--- config.mk ---
export PLATFORM = sky130hd
export DESIGN_NAME = piso_serializer
export DESIGN_NICKNAME = d
export VERILOG_FILES = /design/src/rtl/piso_serializer.sv
export SDC_FILE = /design/constraint.sdc
export NUM_CORES = 1
export LEC_CHECK = 0
export ABC_AREA = 1
export CAP_MARGIN = 10
export CORE_MARGIN = 2
export CORE_UTILIZATION = 50
export DETAILED_ROUTE_END_ITERATION = 16
export PLACE_DENSITY = 0.8
export SYNTH_ARGS = -nofsm -noshare
export SYNTH_HDL_FRONTEND = slang
export SYNTH_SLANG_ARGS = --single-unit
--- constraint.sdc ---
create_clock -name clk -period 3.9 [get_ports clk]
set_input_delay 0.78 -clock clk [delete_from_list [all_inputs] [get_ports clk]]
set_output_delay 0.78 -clock clk [all_outputs]
set_load 0.02 [all_outputs]
--- src/rtl/piso_serializer.sv ---
// rtl/piso_serializer.sv - parallel-in serial-out stage feeding the sequence detector
module piso_serializer #(
    parameter int   WIDTH     = 8,
    parameter int   MSB_FIRST = 1,
    parameter logic IDLE_BIT  = 1'b0
) (
    input  logic             clk,
    input  logic             rst,
    input  logic             load_valid,
    output logic             load_ready,
    input  logic [WIDTH-1:0] data_in,
    input  logic             shift_en,
    output logic             ser_out,
    output logic             ser_valid,
    output logic             ser_last,
    output logic             busy
);

    localparam int CW = $clog2(WIDTH);
    localparam logic [CW-1:0] LAST_CNT = CW'(WIDTH - 1);

    localparam logic ST_IDLE  = 1'b0;
    localparam logic ST_SHIFT = 1'b1;

    logic             state, state_n;
    logic [WIDTH-1:0] sreg, sreg_n;
    logic [CW-1:0]    cnt, cnt_n;
    logic             ser_out_n, ser_valid_n, ser_last_n;
    logic             at_last, accept;

    // Handshake: ready in IDLE, or on the edge that consumes the final bit so frames chain without a gap.
    always_comb begin
        at_last    = (state == ST_SHIFT) && (cnt == LAST_CNT);
        load_ready = (state == ST_IDLE) || (at_last && shift_en);
        accept     = load_valid && load_ready;
    end

    // Next-state and next-output computation; ser_out is registered from the next head bit.
    always_comb begin
        state_n = state;
        sreg_n  = sreg;
        cnt_n   = cnt;
        if (accept) begin
            state_n = ST_SHIFT;
            sreg_n  = data_in;
            cnt_n   = '0;
        end else if (state == ST_SHIFT && shift_en) begin
            if (cnt == LAST_CNT) begin
                state_n = ST_IDLE;
                sreg_n  = '0;
                cnt_n   = '0;
            end else begin
                sreg_n = (MSB_FIRST != 0) ? {sreg[WIDTH-2:0], 1'b0} : {1'b0, sreg[WIDTH-1:1]};
                cnt_n  = cnt + 1'b1;
            end
        end

        if (state_n == ST_SHIFT) begin
            ser_out_n   = (MSB_FIRST != 0) ? sreg_n[WIDTH-1] : sreg_n[0];
            ser_valid_n = 1'b1;
            ser_last_n  = (cnt_n == LAST_CNT);
        end else begin
            ser_out_n   = IDLE_BIT;
            ser_valid_n = 1'b0;
            ser_last_n  = 1'b0;
        end
    end

    // State and output flops; reset abandons any frame in flight immediately.
    always_ff @(posedge clk or posedge rst) begin
        if (rst) begin
            state     <= ST_IDLE;
            sreg      <= '0;
            cnt       <= '0;
            ser_out   <= IDLE_BIT;
            ser_valid <= 1'b0;
            ser_last  <= 1'b0;
        end else begin
            state     <= state_n;
            sreg      <= sreg_n;
            cnt       <= cnt_n;
            ser_out   <= ser_out_n;
            ser_valid <= ser_valid_n;
            ser_last  <= ser_last_n;
        end
    end

    assign busy = (state == ST_SHIFT);

endmodule

After elaboration in Yosys (flattened, before gate mapping)
Cells that the tools add are included.
{"block": "classes", "n_bitwise": 1, "mux": 12, "reduce_logical": 6, "add_sub_neg": 1, "eq_ne": 2}
{"operator": "8-bit 2-to-1 mux", "count": 3}
{"operator": "3-bit 2-to-1 mux", "count": 3}
{"operator": "3-bit == test (second input constant)", "count": 2}
{"operator": "1-bit 2-to-1 mux", "count": 6}
{"operator": "1-bit logical AND", "count": 4}
{"operator": "3-bit by 1-bit adder with 3-bit output (second input constant)", "count": 1}
{"operator": "2-bit nonzero test", "count": 1}
{"operator": "1-bit logical OR", "count": 1}
{"operator": "1-bit NOT", "count": 1}
{"block": "totals", "output_inout_bits": 5, "reg_bits": 15, "input_bits": 12}

Logic depth before layout (Yosys ltp)
{"block": "depth", "ltp_word": 8, "depth_mapped": 9, "mapped_depth_nobuf": 9}

Least setup slack after synthesis
Ideal clock, no wire load.
{"block": "synth_timing", "kind": "input -> output", "start": "input port shift_en", "end": "output port load_ready", "arrival_ps": 986, "path_slack_ps": 2134, "required_ps": 3120, "n_path_buf": 0, "path_stages": 2, "path_cell_list": "nand2_1 > nand2_2"}
{"block": "synth_between", "elab_chain_cells": 2}
{"item": "start: declaration", "line": "12", "text": "input logic shift_en,"}
{"item": "1-bit logical AND", "line": "34", "text": "load_ready = (state == ST_IDLE) || (at_last && shift_en);"}
{"item": "1-bit logical OR", "line": "34"}
{"item": "end: declaration", "line": "10", "text": "output logic load_ready,"}
Every way passes these cells.

Final worst setup path
Ends and elaborated chain as after synthesis.

==> metrics.yaml <==
sta:
  finalSetupViolCount: 0
  drv_slew: 0
  maxSlewHeadroom_pct: 65.5
  fin_crit_sh_pct: 74.5
  rsz0062_at_grt: "false"
  fin_crit_ns: 2.90
  finClkSkew_ns: 0.00420
  hold_violations: 0
  worstMarginPinSlew_ns: 0.517
  finalWorstSetupSlack_ns: 0.996
  setup_tns_ns: 0
  fmax_mhz: 344
synthesis:
  synthArstFlopShare_pct: 100
  yosys_warnings: 0
  synth_top_area_share_pct: 50.5
  synth-compound-area-share_pct: 1.99
  syn_area_sq_um: 693
  synthesis.nets: 101
  netlist_instances: 87
  syn_avg_cell_area_sq_um: 7.97
  synth_top_flop_cell: "dfrtp_1"
  synth_xor_xnor_area_share_pct: 0
  synth_edf_count: 0
  yosysTopAreaCell: "dfrtp_1"
  synth_top_family_by_area: "simple AND/OR/NAND/NOR gates"
  seq_area_frac_synth_pct: 50.5
  synthMuxAreaShare_pct: 0
  yosys-top-cells-area: "dfrtp_1 (51%), nand2_1 (19%), inv_1 (6.0%), nand3_1 (5.1%), ha_1 (3.6%)"
  yosysUniqueCellTypes: 16
  synth_adder_area_share_pct: 3.61
  ys_ff_latch: 14
  yosys.area_share.simple_pct: 34.8
cts:
  cts-root-buf: "clkbuf_4"
  cts_buffer_depth: 2
  htreeDepth: 1
  clkTransAtPathRegs_ns: 0.08
  cts.sinks: 14
  cts_tree: "done"
  cts_resized: 0
  clk_latency_ns: 0.28
  numCtsBuffers: 3
  postCtsHoldBufs: 0
  post_cts_buffers: 0
grt:
  grt_max_degree: 15
  grt_use_total_pct: 19.2
  grt_pass1_wl_mm: 2.02
  grt_pass1_vias: 507
  antenna_found_initial: 0
  grt-ovfl-total: 0
flow_run:
  max_cap_viol_count: 0
worst_setup_path:
  worstPathCellList: "clkdlybuf4s50_1, nand2_1, nand2_2, clkdlybuf4s50_1"
  cp_common_cell: "clkdlybuf4s50_1"
  crit_type: "input pin to primary output"
  cp_slowest_cell: "clkdlybuf4s50_1"
  arrival_ns: 2.12
  critPathMaxStageDelay_ns: 0.62
  critPathCaptureType: "primary output"
  cp_max_fo: 5
  critical-path-top-delay-family: "buffers and inverters"
  cp.required_ns: 3.12
  timing.critical_path.buf_inv: 2
  cp-start-kind: "input pin"
hold_path:
  hold_path.class: "flop to flop"
floorplanning:
  coreArea_sq_um: 1300
  start_util_pct: 53.3
  ioPinCount: 17
  die_area_sq_um: 1700
  num_rows: 13
  die_h_um: 41.2
  die_x_um: 41.2
placement:
  dpl_cell_area_sq_um: 865
  hpwl_um: 987
  dp_worst_setup_slack_ns: 0.996
  io_buffer_count: 16
  place.gp.congestion: 0.659
detailed_routing:
  drc_errors: 0
  first_iter_violations: 8
  dr.pass1.iters: 4
  ant_nets: 0
  wire_per_inst_um: 10.4
  routed_via_density: 4.85
  routed_wl_mm: 1.26
  dr_total_vias: 587
power_and_ir_drop:
  peakVddDrop_mv: 0.433
  p_leak_uw: 0.000488
  p_per_area_nw_per_um2: 640
layout:
  final_cell_mix: "nand2_1 (35), clkdlybuf4s50_1 (16), dfrtp_1 (14)"
  fill_cells: 109
  final_area_sq_um: 901
  drive_above_1_share_pct: 14.2
  layout_commonest_cell: "nand2_1"
  nets: 121
  syn_to_final_growth_pct: 30.0
  n_antenna_cell: 0
outcome:
  status: "complete, no violations"
-- registers in the layout (all words and copies together), names as in the netlist --
signal,count
sreg,8
cnt,3
ser_last,1
ser_out,1
ser_valid,1
-- metal layers --
| metal | wire length (um) | vias to the layer above | GRT usage, % |
|---|---|---|---|
| li1 | - | 298 | - |
| met1 | 571 | 273 | 22.3 |
| met2 | 628 | 16 | 32.4 |
| met3 | 58 | 0 | 4.89 |
| met4 | 0 | 0 | 9.68 |
| met5 | 0 | - | 0 |
-- power breakdown --
group / switching, uW / internal [uW]
clock: 47.3 / 56.8
combinational: 135 / 100
sequential: 32.0 / 205
total: 214 / 363
-- final cells by class --
class	count	area [sq um]	area share (%)
inverters	14	55.1	6.11
multi-input cells	58	280	31.1
flip-flops and latches	14	350	38.9
well taps	15	18.8	2.08
repair buffers	16	160	17.8
clock buffers	4	36.3	4.03
-- cells by family (layout without fill, tap and decap cells) --
logic type,Yosys count,after routing
compound gates,2,2
fa+ha+maj,2,2
buf+inv,15,34
flops,14,14
simple gates,54,54
-- tightest hold or removal path, cell delays in order (launching register included) --
cell,delay (ns)
dfrtp_1,0.35
nand2_1,0.06
nand2_1,0.05
-- synth_stat cells, types with 2 or more instances --
library cell / instances
inv_1: 11
nor2_1: 4
inv_2: 2
nand2_2: 4
dfrtp_1: 14
nand2_1: 35
nand3_1: 7
ha_1: 2
-- final timing paths --
check,start,to,slack [ns],depth (start not counted)
setup / recovery,shift_en,load_ready,1.0,4
hold / removal,sreg[0]$_DFFE_PP0P_,sreg[0]$_DFFE_PP0P_,0.49,2
setup reg to reg,cnt[0]$_DFF_PP0_,sreg[4]$_DFFE_PP0P_,2.48,8
hold reg to reg,sreg[0]$_DFFE_PP0P_,sreg[0]$_DFFE_PP0P_,0.49,2
max in group asynchronous,rst,cnt[0]$_DFF_PP0_,2.73,2
min in group asynchronous,rst,sreg[0]$_DFFE_PP0P_,0.83,2
-- metrics by stage --
stage / hold WS (ns) / total power [uW] / instances / utilization (%)
4_1_cts: 0.489 / 584 / 121 / 69.2
2_1_floorplan: 0.442 / 397 / 87 / -
5_1_grt: 0.524 / 629 / 121 / 69.2
3_5_place_dp: 0.471 / 478 / 117 / 66.4
6_report: 0.487 / 577 / 121 / 69.2
3_3_place_gp: 0.462 / 466 / 117 / 66.4
(Power assumes the default switching activity.)
